<file path="src/rtl/spi_flash_arbiter.sv">
`default_nettype none
// ============================================================================
// Module   : spi_flash_arbiter
// Purpose  : Shares one SPI NOR flash (standard 0x03 READ, mode 0) between
//            the instruction-fetch and data-read ports. Requests are
//            round-robin arbitrated; each grant runs one complete
//            transaction (8-bit command, 24-bit address, 32 data bits) and
//            returns a little-endian word with a one-cycle ready pulse.
// Ports    : clk, n_reset           - clock, async active-low reset
//            ifetch_valid/addr      - fetch request and byte address
//            ifetch_ready/rdata     - fetch completion pulse and read data
//            data_valid/addr        - data request and byte address
//            data_ready/rdata       - data completion pulse and read data
//            spi_cs/clk/mosi/miso   - flash pads (cs active low)
//            busy                   - high from grant until end of CS gap
// Revision : 1.0 - initial release
// ============================================================================
module spi_flash_arbiter #(
  parameter int unsigned CLK_DIV        = 2,  // clk cycles per spi_clk half-period
  parameter int unsigned SPI_FLASH_BASE = 0,  // offset added to request address
  parameter int unsigned CS_IDLE_CYCLES = 2   // min cs-high cycles between transfers
) (
  input  logic        clk,
  input  logic        n_reset,
  input  logic        ifetch_valid,
  input  logic [23:0] ifetch_addr,
  output logic        ifetch_ready,
  output logic [31:0] ifetch_rdata,
  input  logic        data_valid,
  input  logic [23:0] data_addr,
  output logic        data_ready,
  output logic [31:0] data_rdata,
  output logic        spi_cs,
  output logic        spi_clk,
  output logic        spi_mosi,
  input  logic        spi_miso,
  output logic        busy
);

  localparam int unsigned DIV_W = (CLK_DIV > 1) ? $clog2(CLK_DIV) : 1;
  localparam int unsigned GAP_W = (CS_IDLE_CYCLES > 1) ? $clog2(CS_IDLE_CYCLES) : 1;
  localparam logic [DIV_W-1:0] c_DIV_LAST = DIV_W'(CLK_DIV - 1);
  localparam logic [GAP_W-1:0] c_GAP_LAST = GAP_W'(CS_IDLE_CYCLES - 1);
  localparam logic [23:0]      c_BASE24   = SPI_FLASH_BASE[23:0];
  localparam logic [7:0]       c_CMD_READ = 8'h03;

  typedef enum logic [2:0] {
    ST_IDLE = 3'd0,
    ST_CMD  = 3'd1,
    ST_ADDR = 3'd2,
    ST_DATA = 3'd3,
    ST_GAP  = 3'd4
  } state_e;

  state_e           state_q, state_d;
  logic             grant_q, grant_d;          // 0 = ifetch, 1 = data
  logic             last_grant_q, last_grant_d;
  logic [DIV_W-1:0] div_q, div_d;
  logic             high_q, high_d;            // current half-bit is the high phase
  logic [5:0]       bit_q, bit_d;              // 0..63 across cmd/addr/data
  logic [31:0]      tx_q, tx_d;                // remaining command+address bits, MSB next
  logic [31:0]      rx_q, rx_d;
  logic [GAP_W-1:0] gap_q, gap_d;
  logic             spi_cs_q, spi_cs_d;
  logic             spi_clk_q, spi_clk_d;
  logic             spi_mosi_q, spi_mosi_d;
  logic             busy_q, busy_d;
  logic             ifetch_ready_q, ifetch_ready_d;
  logic             data_ready_q, data_ready_d;
  logic [31:0]      ifetch_rdata_q, ifetch_rdata_d;
  logic [31:0]      data_rdata_q, data_rdata_d;

  logic             w_pick_data;
  logic [23:0]      w_req_addr;
  logic [23:0]      w_sum;
  logic [31:0]      w_tx_init;
  logic [31:0]      w_rdata_le;

  // Round robin: on a tie the port that was not served last wins.
  always_comb begin
    w_pick_data = data_valid & (~ifetch_valid | ~last_grant_q);
    w_req_addr  = w_pick_data ? data_addr : ifetch_addr;
    w_sum       = w_req_addr + c_BASE24;
    w_tx_init   = {c_CMD_READ, w_sum[23:2], 2'b00};
    // First received byte sits in rx_q[31:24]; it belongs in rdata[7:0].
    w_rdata_le  = {rx_q[7:0], rx_q[15:8], rx_q[23:16], rx_q[31:24]};
  end

  always_comb begin
    state_d        = state_q;
    grant_d        = grant_q;
    last_grant_d   = last_grant_q;
    div_d          = div_q;
    high_d         = high_q;
    bit_d          = bit_q;
    tx_d           = tx_q;
    rx_d           = rx_q;
    gap_d          = gap_q;
    spi_cs_d       = spi_cs_q;
    spi_clk_d      = spi_clk_q;
    spi_mosi_d     = spi_mosi_q;
    busy_d         = busy_q;
    ifetch_ready_d = 1'b0;
    data_ready_d   = 1'b0;
    ifetch_rdata_d = ifetch_rdata_q;
    data_rdata_d   = data_rdata_q;

    unique case (state_q)
      ST_IDLE: begin
        if (ifetch_valid || data_valid) begin
          grant_d    = w_pick_data;
          tx_d       = w_tx_init;
          spi_mosi_d = w_tx_init[31];
          spi_cs_d   = 1'b0;
          spi_clk_d  = 1'b0;
          busy_d     = 1'b1;
          div_d      = '0;
          high_d     = 1'b0;
          bit_d      = 6'd0;
          state_d    = ST_CMD;
        end
      end

      ST_CMD, ST_ADDR, ST_DATA: begin
        if (div_q == c_DIV_LAST) begin
          div_d = '0;
          if (!high_q) begin
            // Rising spi_clk: flash data is stable, capture it now.
            high_d    = 1'b1;
            spi_clk_d = 1'b1;
            if (state_q == ST_DATA) begin
              rx_d = {rx_q[30:0], spi_miso};
            end
          end else begin
            high_d    = 1'b0;
            spi_clk_d = 1'b0;
            if (bit_q == 6'd63) begin
              spi_cs_d     = 1'b1;
              spi_mosi_d   = 1'b0;
              gap_d        = '0;
              last_grant_d = grant_q;
              state_d      = ST_GAP;
              if (grant_q) begin
                data_ready_d = 1'b1;
                data_rdata_d = w_rdata_le;
              end else begin
                ifetch_ready_d = 1'b1;
                ifetch_rdata_d = w_rdata_le;
              end
            end else begin
              // Falling spi_clk: present the next bit for the whole low phase.
              bit_d      = bit_q + 6'd1;
              tx_d       = {tx_q[30:0], 1'b0};
              spi_mosi_d = tx_q[30];
              if (bit_q == 6'd7) begin
                state_d = ST_ADDR;
              end else if (bit_q == 6'd31) begin
                state_d = ST_DATA;
              end
            end
          end
        end else begin
          div_d = div_q + 1'b1;
        end
      end

      ST_GAP: begin
        if (gap_q == c_GAP_LAST) begin
          busy_d  = 1'b0;
          state_d = ST_IDLE;
        end else begin
          gap_d = gap_q + 1'b1;
        end
      end

      default: state_d = ST_IDLE;
    endcase
  end

  always_ff @(posedge clk or negedge n_reset) begin
    if (!n_reset) begin
      state_q        <= ST_IDLE;
      grant_q        <= 1'b0;
      last_grant_q   <= 1'b1;  // so ifetch wins the first tie
      div_q          <= '0;
      high_q         <= 1'b0;
      bit_q          <= 6'd0;
      tx_q           <= 32'd0;
      rx_q           <= 32'd0;
      gap_q          <= '0;
      spi_cs_q       <= 1'b1;
      spi_clk_q      <= 1'b0;
      spi_mosi_q     <= 1'b0;
      busy_q         <= 1'b0;
      ifetch_ready_q <= 1'b0;
      data_ready_q   <= 1'b0;
      ifetch_rdata_q <= 32'd0;
      data_rdata_q   <= 32'd0;
    end else begin
      state_q        <= state_d;
      grant_q        <= grant_d;
      last_grant_q   <= last_grant_d;
      div_q          <= div_d;
      high_q         <= high_d;
      bit_q          <= bit_d;
      tx_q           <= tx_d;
      rx_q           <= rx_d;
      gap_q          <= gap_d;
      spi_cs_q       <= spi_cs_d;
      spi_clk_q      <= spi_clk_d;
      spi_mosi_q     <= spi_mosi_d;
      busy_q         <= busy_d;
      ifetch_ready_q <= ifetch_ready_d;
      data_ready_q   <= data_ready_d;
      ifetch_rdata_q <= ifetch_rdata_d;
      data_rdata_q   <= data_rdata_d;
    end
  end

  assign spi_cs       = spi_cs_q;
  assign spi_clk      = spi_clk_q;
  assign spi_mosi     = spi_mosi_q;
  assign busy         = busy_q;
  assign ifetch_ready = ifetch_ready_q;
  assign data_ready   = data_ready_q;
  assign ifetch_rdata = ifetch_rdata_q;
  assign data_rdata   = data_rdata_q;

endmodule
`default_nettype wire

</file>
<file path="config.mk">
export PLATFORM = sky130hd
export DESIGN_NAME = spi_flash_arbiter
export DESIGN_NICKNAME = d
export VERILOG_FILES = /design/src/rtl/spi_flash_arbiter.sv
export SDC_FILE = /design/constraint.sdc
export NUM_CORES = 1
export LEC_CHECK = 0
export ABC_AREA = 1
export ABC_CLOCK_PERIOD_IN_PS = 2000
export CORE_UTILIZATION = 45
export CTS_CLUSTER_DIAMETER = 100
export CTS_CLUSTER_SIZE = 8
export DETAILED_ROUTE_END_ITERATION = 8
export GPL_TIMING_DRIVEN = 1
export PLACE_DENSITY = 0.7
export SYNTH_ARGS = -nofsm -noshare
export SYNTH_HDL_FRONTEND = slang
export SYNTH_SLANG_ARGS = --single-unit
export TNS_END_PERCENT = 1
</file>
<file path="constraint.sdc">
create_clock -name clk -period 2 [get_ports clk]
set_input_delay 0.4 -clock clk [delete_from_list [all_inputs] [get_ports clk]]
set_output_delay 0.4 -clock clk [all_outputs]
set_load 0.01 [all_outputs]
</file>
==> results.yml <==
power_and_ir_drop:
  cellPowerDensity_mw_per_mm2: 1070
  clkPwrFrac_pct: 35.6
  p_total_w: 0.00934
  switching_power_w: 0.00304
  switching_share_pct: 32.6
  power_frac_comb_pct: 25.7
  ir_drop_mv: 0.720
  intPower_w: 0.00629
  p_seq_share_pct: 38.7
  power.static_leakage_nw: 4.16
route:
  viasPerCell: 4.83
  drc: 12
  dr.pass1.iters: 7
  vias: 5177
  ant_nets: 0
  avgRoutedWirePerCell_um: 13.1
  wl_um: 14000
  first_iter_violations: 355
synthesis:
  synth_area_per_cell_um2: 8.95
  ys_seq_area_share_pct: 53.2
  yosys_warnings: 0
  synth_cell_types: 29
  syn_inst: 758
  synth-seq-cells: 144
  synth_nets: 812
  netlist_area_mm2: 0.00678
placed_design:
  port-buffer-count: 118
  dpl.hpwl_um: 9330
  detailed_place.area_mm2: 0.00812
  gp_routability_congestion: 0.785
setup_path:
  worstSetupPathType: "register to output pin"
  worstSetupEndpointType: "output pin"
  reg2reg_slack_ns: 0.20
  crit_chain: "clkdlybuf4s50_1"
  slowest_delay_ns: 0.53
  worst_path_max_delay_cell: "dfstp_2"
  cp-start-kind: "register"
  cp.required_ns: 1.60
  critical_path.top_delay_family: "flip-flops"
  crit_path_max_fanout: 2
  reg2reg_from: "bit_q[0]$_DFFE_PN0P_"
  critical_path_buf_inv_count: 1
  worst_r2r_endpoint: "tx_q[22]$_DFFE_PN0P_"
  crit_arrival_ns: 1.46
  r2r_cells: 8
flow_run:
  max_cap_viol_count: 0
timing:
  fin_setup_tns_ns: 0
  final.min_clock_period_ns: 1.86
  rsz0062_at_grt: "false"
  clock.fmax_mhz: 536
  relSlewSlack_pct: 66.6
  hold_slack_ns: 0.475
  maxSlewViolCount: 0
  hold_viol: 0
  final-setup-viol-count: 0
  finalCritPeriodShare_pct: 93.2
  tightestPinTransition_ns: 0.501
  clock-skew-final_ns: 0.00853
cts:
  post_cts_buffers: 0
  cts_resized: 0
  cts_root_buf: "clkbuf_16"
  clkTransAtPathRegs_ns: 0.06
  cts_buffer_depth: 2
  clk_latency_ns: 0.42
  htreeDepth: 4
  cts_tree: "built"
  clkSinkCount: 144
  numCtsBuffers: 17
final_layout:
  n_antenna_cell: 0
  layout_commonest_cell: "nand2_1"
  syn_to_final_growth_pct: 29.1
  layout_common_cells: "nand2_1 (264), dfrtp_1 (142), clkdlybuf4s50_1 (117), inv_1 (74), o21ai_0 (70)"
  layout.nets: 929
  stdcell_area_mm2: 0.00876
  utilization_pct: 59.8
  layout-drive-gt1-share_pct: 15.2
die:
  dieArea_mm2: 0.0156
  num_rows: 44
  start_util_pct: 46.3
  core-area_mm2: 0.0146
  die_w_um: 125
  dieHeight_um: 125
  pin_count: 123
global_routing:
  grt_pass1_vias: 5009
  grt.overflow.total: 0
  grt_max_degree: 65
  antenna_found_initial: 0
  grt_use_total_pct: 19.7
  grt_pass1_wl_um: 24600
min_path:
  min_to: "spi_cs$_DFFE_PN1P_"
  hold_class: "register to register"
  hp-start: "spi_cs$_DFFE_PN1P_"
  whs_path_depth: 2
outcome:
  violations: "design-rule violations"
  run_status: "finished with violations"
-- worst register-to-register path, cell delays in order (launching register included) --
cell     delay, ns
dfrtp_1       0.42
ha_1          0.29
nand3_4       0.13
nor2_8        0.19
nand2_4       0.08
nand2_4       0.15
buf_4         0.29
o21ai_0       0.13
nand2_1       0.07
-- area by class of cell --
| type | instances | area [um2] |
|---|---|---|
| clock buffer | 19 | 443 |
| clock inverter | 13 | 185 |
| fill | 1282 | 5880 |
| inverter | 76 | 288 |
| multi-input combinational | 499 | 2580 |
| sequential | 144 | 3610 |
| tap | 184 | 230 |
| timing repair buffer | 137 | 1430 |
-- worst max path at each step --
stage	startpoint	end	slack, ns	depth (start not counted)
6_report	spi_cs$_DFFE_PN1P_	spi_cs	0.14	1
5_1_grt	bit_q[0]$_DFFE_PN0P_	tx_q[20]$_DFFE_PN0P_	0.02	8
4_1_cts	spi_cs$_DFFE_PN1P_	spi_cs	0.11	1
3_5_place_dp	data_valid	tx_q[16]$_DFFE_PN0P_	0.09	7
3_3_place_gp	data_valid	tx_q[14]$_DFFE_PN0P_	0.12	7
2_1_floorplan	bit_q[0]$_DFFE_PN0P_	ifetch_rdata[24]$_DFFE_PN0P_	0.49	7
-- Yosys cell counts, drive strengths merged --
| library cell | number | area, um2 |
|---|---|---|
| dfstp | 2 | 52.6 |
| dfrtp | 142 | 3550 |
| nor2 | 27 | 156 |
| nand2 | 269 | 1040 |
| nand3b | 21 | 158 |
| a22oi | 1 | 7.51 |
| inv | 76 | 288 |
| nand4 | 3 | 33.8 |
| or2 | 2 | 12.5 |
| ha | 1 | 12.5 |
| nor3 | 2 | 20.0 |
| nand3 | 34 | 198 |
| buf | 25 | 257 |
| a21oi | 4 | 20.0 |
| xor2 | 1 | 8.76 |
| clkbuf | 14 | 52.6 |
| o21ai | 134 | 911 |
-- power groups by stage --
stage / clock, W / sequential (W) / combinational (W)
finish: 0.00333 / 0.00361 / 0.00240
global placement: 0 / 0.00365 / 0.00238
CTS: 0.00340 / 0.00361 / 0.00243
global route: 0.00353 / 0.00366 / 0.00278
detailed placement: 0 / 0.00365 / 0.00241
floorplan: 0 / 0.00360 / 0.00193
-- sequential cells by signal, summed over array words and instances, names as in the netlist, 3 cells and up --
signal,count
data_rdata,32
state_q,3
tx_q,29
bit_q,6
rx_q,32
ifetch_rdata,32
-- per-layer routing --
metal / up-vias / global-route usage [%] / routed length [um]
met5: - / 0 / 0
met4: 0 / 7.48 / 184
met3: 15 / 3.99 / 477
met2: 90 / 31.2 / 6710
met1: 2440 / 26.8 / 6640
li1: 2632 / - / -
-- metrics by stage --
step / cells / setup WS, ns
6_report: 1072 / 0.135
5_1_grt: 1072 / 0.0162
4_1_cts: 1072 / 0.111
3_5_place_dp: 1039 / 0.0914
3_3_place_gp: 1039 / 0.122
2_1_floorplan: 758 / 0.485
-- kinds of logic (layout without fill, tap and decap cells) --
kind of cell               Yosys count  count (layout)  synth area share, %
adders and majority gates            1               1                0.184
xor gates and xnor gates             1               1                0.129
buffers and inverters              115             245                 8.80
AOI/OAI and AO/OA                  139             139                 13.8
and+or+nand+nor                    358             358                 23.9
DFF                                144             144                 53.2
-- timing repair --
item / in CTS / in global routing
endpoints found under the hold margin: 44 / 0
hold buffers: 1 / 0
endpoints found under the setup margin: 0 / 0
Note: power is estimated with default switching activity, not from simulation.
